--- src/rtl/vga_timing_pkg.sv ---
// vga_timing_pkg: 640x480@60 timing constants, sync polarity encodings and
// the registered control bundle shared by the VGA sync path.
package vga_timing_pkg;

  localparam int unsigned H_DISP  = 640;
  localparam int unsigned H_FP    = 16;
  localparam int unsigned H_SYNC  = 96;
  localparam int unsigned H_BP    = 48;
  localparam int unsigned H_TOTAL = H_DISP + H_FP + H_SYNC + H_BP;

  localparam int unsigned V_DISP  = 480;
  localparam int unsigned V_FP    = 10;
  localparam int unsigned V_SYNC  = 2;
  localparam int unsigned V_BP    = 33;
  localparam int unsigned V_TOTAL = V_DISP + V_FP + V_SYNC + V_BP;

  localparam logic SYNC_ACTIVE_LOW  = 1'b0;
  localparam logic SYNC_ACTIVE_HIGH = 1'b1;

  // Sync and blanking levels, registered together so they stay aligned with x/y.
  typedef struct packed {
    logic hsync;
    logic vsync;
    logic video_on;
  } vga_ctl_t;

  // Bits needed to count 0..n-1; never less than one bit.
  function automatic int unsigned cnt_width(input int unsigned n);
    return (n > 1) ? $clog2(n) : 1;
  endfunction

endpackage

--- src/rtl/pix_tick_gen.sv ---
// pix_tick_gen: turns the upstream divided-clock toggle into a one-clk pixel
// tick. div_clk is treated as data sampled on clk, never as a clock.
module pix_tick_gen
  import vga_timing_pkg::*;
#(
  parameter int unsigned PIX_DIV = 2
) (
  input  logic clk,
  input  logic reset,
  input  logic div_clk,
  output logic tick
);

  localparam int unsigned      PRE_W   = cnt_width(PIX_DIV);
  localparam logic [PRE_W-1:0] PRE_MAX = PRE_W'(PIX_DIV - 1);

  logic             div_q;
  logic             rise;
  logic [PRE_W-1:0] pre_q;
  logic [PRE_W-1:0] pre_d;

  assign rise = div_clk & ~div_q;

  // Sample div_clk and hold the prescaler count.
  always_ff @(posedge clk) begin
    if (reset) begin
      div_q <= 1'b0;
      pre_q <= '0;
    end else begin
      div_q <= div_clk;
      pre_q <= pre_d;
    end
  end

  // Count rise events; the PIX_DIV-th rise fires the tick and wraps the count.
  // With PIX_DIV=1 the count is pinned at zero, so every rise is a tick.
  always_comb begin
    pre_d = pre_q;
    tick  = 1'b0;
    if (rise) begin
      if (pre_q == PRE_MAX) begin
        tick  = 1'b1;
        pre_d = '0;
      end else begin
        pre_d = pre_q + PRE_W'(1);
      end
    end
  end

endmodule

--- src/rtl/vga_sync_gen.sv ---
// vga_sync_gen: VGA raster timing. Holds the x/y pixel counters, advanced by
// the pixel tick, and decodes hsync, vsync and video_on from them.
module vga_sync_gen #(
  parameter int unsigned H_DISP   = vga_timing_pkg::H_DISP,
  parameter int unsigned H_FP     = vga_timing_pkg::H_FP,
  parameter int unsigned H_SYNC   = vga_timing_pkg::H_SYNC,
  parameter int unsigned H_BP     = vga_timing_pkg::H_BP,
  parameter int unsigned V_DISP   = vga_timing_pkg::V_DISP,
  parameter int unsigned V_FP     = vga_timing_pkg::V_FP,
  parameter int unsigned V_SYNC   = vga_timing_pkg::V_SYNC,
  parameter int unsigned V_BP     = vga_timing_pkg::V_BP,
  parameter int unsigned PIX_DIV  = 2,
  parameter int unsigned SYNC_POL = 0,
  parameter int unsigned CNT_W    = 10
) (
  input  logic             clk,
  input  logic             reset,
  input  logic             div_clk,
  output logic             pixel_tick,
  output logic             frame_start,
  output logic [CNT_W-1:0] x,
  output logic [CNT_W-1:0] y,
  output logic             hsync,
  output logic             vsync,
  output logic             video_on
);

  localparam int unsigned H_TOTAL = H_DISP + H_FP + H_SYNC + H_BP;
  localparam int unsigned V_TOTAL = V_DISP + V_FP + V_SYNC + V_BP;

  localparam logic [CNT_W-1:0] H_LAST   = CNT_W'(H_TOTAL - 1);
  localparam logic [CNT_W-1:0] V_LAST   = CNT_W'(V_TOTAL - 1);
  localparam logic [CNT_W-1:0] H_VIS    = CNT_W'(H_DISP);
  localparam logic [CNT_W-1:0] V_VIS    = CNT_W'(V_DISP);
  localparam logic [CNT_W-1:0] HS_START = CNT_W'(H_DISP + H_FP);
  localparam logic [CNT_W-1:0] HS_END   = CNT_W'(H_DISP + H_FP + H_SYNC);
  localparam logic [CNT_W-1:0] VS_START = CNT_W'(V_DISP + V_FP);
  localparam logic [CNT_W-1:0] VS_END   = CNT_W'(V_DISP + V_FP + V_SYNC);

  localparam logic SYNC_ON = (SYNC_POL != 0) ? vga_timing_pkg::SYNC_ACTIVE_HIGH
                                             : vga_timing_pkg::SYNC_ACTIVE_LOW;

  logic                     tick;
  logic [CNT_W-1:0]         x_q;
  logic [CNT_W-1:0]         x_d;
  logic [CNT_W-1:0]         y_q;
  logic [CNT_W-1:0]         y_d;
  vga_timing_pkg::vga_ctl_t ctl_q;
  vga_timing_pkg::vga_ctl_t ctl_d;
  logic                     pixel_tick_q;
  logic                     frame_start_q;
  logic                     frame_start_d;

  pix_tick_gen #(
    .PIX_DIV (PIX_DIV)
  ) u_pix_tick_gen (
    .clk     (clk),
    .reset   (reset),
    .div_clk (div_clk),
    .tick    (tick)
  );

  // Next raster position: x steps on each tick, y steps when x wraps.
  always_comb begin
    x_d = x_q;
    y_d = y_q;
    if (tick) begin
      if (x_q == H_LAST) begin
        x_d = '0;
        y_d = (y_q == V_LAST) ? '0 : y_q + CNT_W'(1);
      end else begin
        x_d = x_q + CNT_W'(1);
      end
    end
  end

  // Decode from the next-state position so the registered syncs land in the
  // same clk as the x/y they describe.
  always_comb begin
    ctl_d          = '0;
    ctl_d.hsync    = ((x_d >= HS_START) && (x_d < HS_END)) ? SYNC_ON : ~SYNC_ON;
    ctl_d.vsync    = ((y_d >= VS_START) && (y_d < VS_END)) ? SYNC_ON : ~SYNC_ON;
    ctl_d.video_on = (x_d < H_VIS) && (y_d < V_VIS);
    frame_start_d  = tick && (x_d == '0) && (y_d == '0);
  end

  // Raster state and registered outputs; reset parks syncs inactive and blanks video.
  always_ff @(posedge clk) begin
    if (reset) begin
      x_q            <= '0;
      y_q            <= '0;
      ctl_q.hsync    <= ~SYNC_ON;
      ctl_q.vsync    <= ~SYNC_ON;
      ctl_q.video_on <= 1'b0;
      pixel_tick_q   <= 1'b0;
      frame_start_q  <= 1'b0;
    end else begin
      x_q            <= x_d;
      y_q            <= y_d;
      ctl_q          <= ctl_d;
      pixel_tick_q   <= tick;
      frame_start_q  <= frame_start_d;
    end
  end

  assign x           = x_q;
  assign y           = y_q;
  assign hsync       = ctl_q.hsync;
  assign vsync       = ctl_q.vsync;
  assign video_on    = ctl_q.video_on;
  assign pixel_tick  = pixel_tick_q;
  assign frame_start = frame_start_q;

endmodule

--- config.mk ---
export PLATFORM = sky130hd
export DESIGN_NAME = vga_sync_gen
export DESIGN_NICKNAME = d
export VERILOG_FILES = /design/src/rtl/vga_timing_pkg.sv /design/src/rtl/pix_tick_gen.sv /design/src/rtl/vga_sync_gen.sv
export SDC_FILE = /design/constraint.sdc
export NUM_CORES = 1
export LEC_CHECK = 0
export BUFFER_PORTS_ARGS = -buffer_cell sky130_fd_sc_hd__buf_2
export CAP_MARGIN = 20
export CORE_UTILIZATION = 52
export CTS_BUF_LIST = sky130_fd_sc_hd__clkbuf_8
export CTS_CLUSTER_DIAMETER = 150
export DETAILED_ROUTE_END_ITERATION = 10
export MAX_ROUTING_LAYER = met4
export PLACE_DENSITY = 0.84
export SLEW_MARGIN = 40
export SYNTH_ARGS = -nofsm -noshare
export SYNTH_HDL_FRONTEND = slang
export SYNTH_HIERARCHICAL = 1
export SYNTH_SLANG_ARGS = --single-unit
--- constraint.sdc ---
create_clock -name clk -period 2.6 [get_ports clk]
set_input_delay 0.65 -clock clk [delete_from_list [all_inputs] [get_ports clk]]
set_output_delay 0.65 -clock clk [all_outputs]
set_load 0.01 [all_outputs]
Word-level counts from Yosys, hierarchy flattened
Index checks and enable logic that the tools add are counted.
W data, S select, Z words.
Storage, ports and cells
  input bits: 3
  bits in registers: 27
Cells by class
  mux-type cells: 10
  equal/unequal tests: 2
  add/sub/neg operators: 3
  reduce and logical (&&, ||, !) cells: 7
  bitwise logic cells: 2
  order comparisons: 6
Operators by type and width (count)
  $mux W10: 5
  $add A10 B1 Y10 const B: 2
  $eq A10 B10 Y1 const B: 2
  $logic_not A10 Y1: 2
  $lt A10 B10 Y1 const B: 2
  $lt A10 B9 Y1 const B: 2
  $ge A10 B10 Y1 const B: 1
  $ge A10 B9 Y1 const B: 1
  $logic_and A1 B1 Y1: 5
  $mux W1: 5
  $add A1 B1 Y1 const B: 1
  $and A1 B1 Y1: 1
  $not A1 Y1: 1

Longest topological paths before layout
Gate-level depths: netlist of the first run.
  depth after elaboration: 7
  mapped depth: 10
  gate-level depth less buffers: 8

Hierarchy
The synthesis of the first run kept the hierarchy.
By module, submodules not included
  vga_sync_gen: area an instance 1594.0 µm², instances 1, cells an instance 204, sequential area each 500.5 µm²
  pix_tick_gen: area an instance 91.3 µm², instances 1, cells an instance 8, sequential area each 40.0 µm²

Worst setup path before layout of the first run
OpenSTA, ideal clock, no wires.
  path kind: input to register
  start point: in div_clk
  end point: reg vsync (netlist name)
  stages: 8
  buffers on the path: 0
  required time: 2478 ps
  arrival time: 2600 ps
  setup slack: -122 ps
  setup time: 122 ps
  cell sequence: nor2b_4 > and2_1 > and3_1 > nand3_1 > or3_1 > xnor2_1 > or4_1 > a311o_1
On the way
  longest elaborated chain between the ends: 6
RTL lines
  from (decl): RTL line vga_sync_gen.sv:18  | input logic div_clk,
  $and A1 B1 Y1 (*): RTL line pix_tick_gen.sv:22  | assign rise = div_clk & ~div_q;
  $mux W1 (*): RTL line pix_tick_gen.sv:40  | if (rise) begin
  named net tick: RTL line vga_sync_gen.sv:43  | logic tick;
  $mux W10 (*): RTL line vga_sync_gen.sv:67  | if (tick) begin
  $ge A10 B9 Y1 or $lt A10 B9 Y1 (tied branches): RTL line vga_sync_gen.sv:82  | ctl_d.vsync = ((y_d >= VS_START) && (y_d < VS_END)) ? SYNC_ON : ~SYNC_ON;
  $logic_and A1 B1 Y1 (*): RTL line vga_sync_gen.sv:82
  $mux W1 (*): RTL line vga_sync_gen.sv:82
Mark *: on every way through the listed nets, which the timed path passes. The rest lies on a longest branch.
A chain may end at the register's enable or synchronous reset.

Worst setup path in the final report of the first run
  start point: in div_clk
  end point: reg vsync (netlist name)
On the way
  longest elaborated chain between the ends: 6
RTL lines (RTL line)
  $and A1 B1 Y1 (*): pix_tick_gen.sv:22
  $mux W1 (*): pix_tick_gen.sv:40
  named net tick: vga_sync_gen.sv:43
  $mux W10 (*): vga_sync_gen.sv:67
  $ge A10 B9 Y1 or $lt A10 B9 Y1 (tied branches): vga_sync_gen.sv:82
  $logic_and A1 B1 Y1 (*): vga_sync_gen.sv:82
  $mux W1 (*): vga_sync_gen.sv:82
Marked as above.

==> results of run 1 <==
worst max path at each step:
stage                  from          end  slack, ns
floorplan           div_clk        vsync       0.02
global placement    div_clk        vsync      -0.09
detailed placement  div_clk        vsync      -0.12
CTS                 div_clk        vsync       0.15
global route        div_clk  frame_start       0.08
finish              div_clk        vsync       0.15
kinds of logic after synthesis:
family | synth area share
DFF | 0.321
muxes | 0.0148
and+or+nand+nor | 0.359
buffers and inverters | 0.0579
adders and majority gates | 0.0223
xor gates and xnor gates | 0.0831
AOI/OAI and AO/OA | 0.143
flip-flops by register name (all words and copies together) (netlist names):
name                  cells
video_on                  1
y                        10
u_pix_tick_gen/pre_q      1
pixel_tick                1
hsync                     1
x                        10
u_pix_tick_gen/div_q      1
frame_start               1
vsync                     1
cell type report:
cell class,instances,share of cell area
well taps,44,0.0265
repair buffers,53,0.159
multi-input cells,164,0.524
inverters,5,0.00903
clock buffers,3,0.0199
clock inverters,1,0.00181
flip-flops and latches,27,0.260
layer usage:
layer,GRT usage,wire (um),vias to the layer above
met1,0.368,1870,758
met5,-,0,-
met2,0.414,1950,78
li1,-,-,846
met3,0.0681,374,8
met4,0.0986,84,0
through the flow:
stage / setup TNS (ns) / utilization
finish: 0 / 0.681
global route: 0 / 0.681
CTS: 0 / 0.681
detailed placement: -0.184 / 0.666
global placement: -0.107 / 0.666
floorplan: 0 / -
power groups by stage:
stage	registers, mW	clock network, mW	logic, mW
floorplan	0.433	0	0.0241
global placement	0.431	0	0.0388
detailed placement	0.431	0	0.0395
CTS	0.422	0.232	0.0396
global route	0.422	0.249	0.0437
finish	0.422	0.227	0.0396
worst min-delay path: cells and delay by family, from the launching register on:
| family | cells | cell delay, ns |
|---|---|---|
| muxes | 1 | 0.15 |
| and+or+nand+nor | 1 | 0.11 |
| DFF | 1 | 0.33 |
layout by cell type (no fill, tap or decap), types with 5 or more instances in the layout:
cell,instances
buf_2,27
nand2_1,12
nand4_1,8
nand3_1,12
buf_4,26
dfxtp_1,27
nor2_1,29
nor2b_1,5
a21oi_1,9
xor2_1,10
inv_1,6
o21ai_0,8
xnor2_1,5
nor3_1,6
cell usage after synthesis (all sizes together) (6+ instances only):
| library cell | number |
|---|---|
| nand2 | 13 |
| nand4 | 8 |
| nor2b | 6 |
| a21oi | 9 |
| dfxtp | 27 |
| xor2 | 10 |
| nand3 | 14 |
| nor2 | 29 |
| nor3 | 8 |
| xnor2 | 6 |
| o21ai | 8 |
| buf | 6 |
| clkbuf | 10 |
==> results.cfg, run 1 <==
[worst_setup_path]
reg2reg_depth = 7
cp.required_ns = 2.76
cpLargestDelayFamily = simple AND/OR/NAND/NOR gates
crit_buf_inv = 1
r2r_end = vsync
cpPeakStageDelay_ns = 0.48
r2r_start = x[0]
crit_chain = buf_2 > nor2b_4 > and2_4 > and3_4 > nand3_2 > or3_4 > xnor2_2 > or4_1 > a311o_1
worst-path-stages = 9
start_kind = input pin
cp_max_fo = 3
critPathKind = in2reg
crit_path_top_delay_cell = or4_1
end_kind = flip-flop
r2r_slack_ns = 0.18
arrival_ns = 2.61

[place]
dp_slack_ns = -0.117
place.gp.congestion = 0.952
placed_cell_area_um2 = 2030
port_buffers = 27
hpwl_um = 3290
placed_cells = 293

[final_layout]
nets = 260
antenna_cells = 0
drive_above_1_share = 0.292
area_growth_pct = 23.3
multi_input_area_um2 = 1090
layoutNonFillerInstCount = 297
fillers = 284
seqCellArea_um2 = 541
final_cell_area_um2 = 2080

[power_and_ir_drop]
internal_power_mw = 0.543
power.static_leakage_nw = 0.875
power.share.combinational = 0.058
p_per_area_nw_per_um2 = 331
p_sw_mw = 0.145
seqPwrFrac = 0.613
p_sw_frac = 0.211
vdd_drop_max_mv = 0.318
clockPowerShare = 0.330
p_total_mw = 0.688

[status]
status = finished clean

[grt]
grt.overflow.total = 0
antenna_found_initial = 0
grt_max_degree = 27
grt_pass1_vias = 1509
grt_pass1_wl_um = 7060
grt_usage = 0.279

[synthesis]
synth_top_cell_by_area = dfxtp_1
synthDistinctLibCells = 52
synth_edf_count = 0
synth.top_cell.area_share = 0.321
synth-async-reset-ratio = 0
synthFlopType = dfxtp_1
syn_area_per_cell_um2 = 7.95
yosysSeqAreaShare = 0.321
synth_fp_nets = 218
synth.ff_latch_count = 27
yosysWarnings = 6
synth_cells = 212
synth.area.top_cells = dfxtp_1, nor2_1, xor2_1, nand3_1, xnor2_1
syn_area_um2 = 1690

[timing]
rsz0062_at_grt = no
fin_skew_ns = 0.00162
fmax_ghz = 0.408
hold_slack_ns = 0.607
drv_slew = 0
setup_viol = 0
setup_ws_ns = 0.148
post-route-period-util = 0.943
worst_pin_slew_ns = 0.509
max_slew_margin = 0.658
hold_viol = 0
fin_crit_ns = 2.45

[routing]
drtPass1Iterations = 5
drt_iter0_markers = 84
vias = 1690
wl_per_cell_um = 14.4
totalWireLength_um = 4280
drc = 0
via_per_inst = 5.69
antenna_left = 0

[floorplanning]
start_util = 0.552
die_h_um = 58.9
core_um2 = 3050
die_area_um2 = 3470
io_pins = 28
rows = 20
die_w_um = 58.9

[clock_tree]
cts_sinks = 27
cts_tree = yes
clock_path_buffers = 2
hold_buffers = 0
cts_resized = 0
insertion_delay_ns = 0.27
ctsHtreeMaxLevel = 1
cts_setup_buffers = 0
cts_root_buf = clkbuf_8
clk_pin_slew_ns = 0.08
cts_buffers = 3

[min_path]
holdCritStartpoint = u_pix_tick_gen/pre_q
min_path_type = reg2reg
hold_depth = 2
whs_endpoint = u_pix_tick_gen/pre_q

[run]
max_cap_viol_count = 0
(Power assumes the default switching activity.)
==> inputs of run 2 (changes only) <==
Settings changed: CORE_UTILIZATION 52 to 58, PLACE_DENSITY 0.84 to 0.89.
Clock period 2.6 ns to 2.47 ns, I/O delays scaled along.
==> run 2 against run 1 <==
  * Non-clock buffer count rose by 9
  * Clock-buffer cell count did not move
  * Power rose by 9.1%
  * Clock power rose by 16%
  * Largest power group unchanged
  * Combinational power rose by 12%
  * Flip-flop and latch count did not move
  * Sequential power rose by 5.0%
  * Worst setup slack got worse by 0.063 ns
  * Clock skew rose by 0.0026 ns
==> results.cfg, run 2 (same netlist as run 1, synthesis figures left out) <==
[status]
status = finished clean

[timing]
fin_crit_ns = 2.38
max_slew_margin = 0.668
rsz0062_at_grt = no
worst_pin_slew_ns = 0.498
setup_viol = 0
hold_viol = 0
hold_slack_ns = 0.568
post-route-period-util = 0.966
fin_skew_ns = 0.00422
drv_slew = 0
fmax_ghz = 0.419

[final_layout]
antenna_cells = 0
nets = 269
fillers = 202
final_common_cell = buf_4
multi_input_area_um2 = 1100
seqCellArea_um2 = 541
area_growth_pct = 26.9
layout_common_cells = buf_4, nor2_1, dfxtp_1, buf_2
drive_above_1_share = 0.332

[min_path]
holdCritStartpoint = div_clk
hold_depth = 2
whs_endpoint = u_pix_tick_gen/div_q
min_path_type = in2reg

[routing]
wl_per_cell_um = 16.8
vias = 1816
drc = 0
drt_iter0_markers = 132
drtPass1Iterations = 4
antenna_left = 0
via_per_inst = 6.20
totalWireLength_um = 4930

[grt]
grt.overflow.total = 0
grt_usage = 0.346
grt_pass1_wl_um = 8320
antenna_found_initial = 0
grt_max_degree = 27
grt_pass1_vias = 1726

[worst_setup_path]
r2r_end = frame_start
r2r_slack_ns = 0.10
critPathKind = in2reg
end_kind = flip-flop
cp.required_ns = 2.65
reg2reg_depth = 6
r2r_start = y[2]
arrival_ns = 2.56
cp_max_fo = 3
start_kind = input pin

[clock_tree]
cts_root_buf = clkbuf_8
cts_sinks = 27
cts_tree = yes
cts_buffers = 3
clk_pin_slew_ns = 0.10
ctsHtreeMaxLevel = 1
insertion_delay_ns = 0.28
clock_path_buffers = 2
cts_setup_buffers = 0

[floorplanning]
die_w_um = 55.9
rows = 19
start_util = 0.611
io_pins = 28
die_h_um = 55.9
core_um2 = 2760
die_area_um2 = 3130

[power_and_ir_drop]
p_total_mw = 0.750
p_per_area_nw_per_um2 = 351
vdd_drop_max_mv = 0.361
power.static_leakage_nw = 0.919

[place]
port_buffers = 27
hpwl_um = 3660
place.gp.congestion = 0.978

[run]
max_cap_viol_count = 0
-- run 2: what timing repair did --
action                                  4_1_cts  5_1_grt
hold endpoints to repair                      0        0
hold buffers                                  0        0
gates resized for setup                       0        4
endpoints found under the setup margin        0        3
-- run 2: through the flow --
step	instance area, um2	setup TNS (ns)	utilization	setup WS, ns	cells
final	2140	0	0.776	0.0852	293
after global placement	2080	-0.297	0.756	-0.158	289
after global routing	2140	0	0.776	0.0149	293
after CTS	2130	0	0.773	0.0470	293
after detailed placement	2080	-0.458	0.756	-0.208	289
after floorplan	1730	-0.0824	-	-0.0816	212
-- run 2: worst max path at each step --
stage,startpoint,to,cells past startpoint
after floorplan,div_clk,vsync,8
after global placement,div_clk,vsync,9
after detailed placement,div_clk,vsync,9
after CTS,x[1],vsync,7
after global routing,div_clk,vsync,9
final,div_clk,vsync,9
-- run 2: final cells by class --
type,instances,share of cell area
inverter,5,0.00877
clock buffer,3,0.0193
multi-input combinational,164,0.513
clock inverter,1,0.00234
tap,31,0.0181
sequential,27,0.253
timing repair buffer,62,0.186
-- run 2: power by group --
| part | switching [mW] | internal, mW |
|---|---|---|
| clock network | 0.149 | 0.114 |
| logic | 0.0233 | 0.0210 |
| registers | 0.00291 | 0.441 |
-- run 2: critical path, stage by stage --
cell	delay, ns
buf_2	0.08
nor2b_4	0.13
and2_4	0.16
and3_4	0.19
nand3_2	0.07
or3_4	0.40
xnor2_2	0.15
or4_4	0.48
a311o_1	0.28
-- run 2: per-layer routing --
layer / routed length [um] / vias up / part of all wire / global-route usage
met3: 399 / 13 / 0.081 / 0.0465
met1: 2120 / 842 / 0.43 / 0.463
met5: 0 / - / 0 / -
met4: 96 / 0 / 0.019 / 0.101
li1: - / 863 / - / -
met2: 2320 / 98 / 0.47 / 0.551
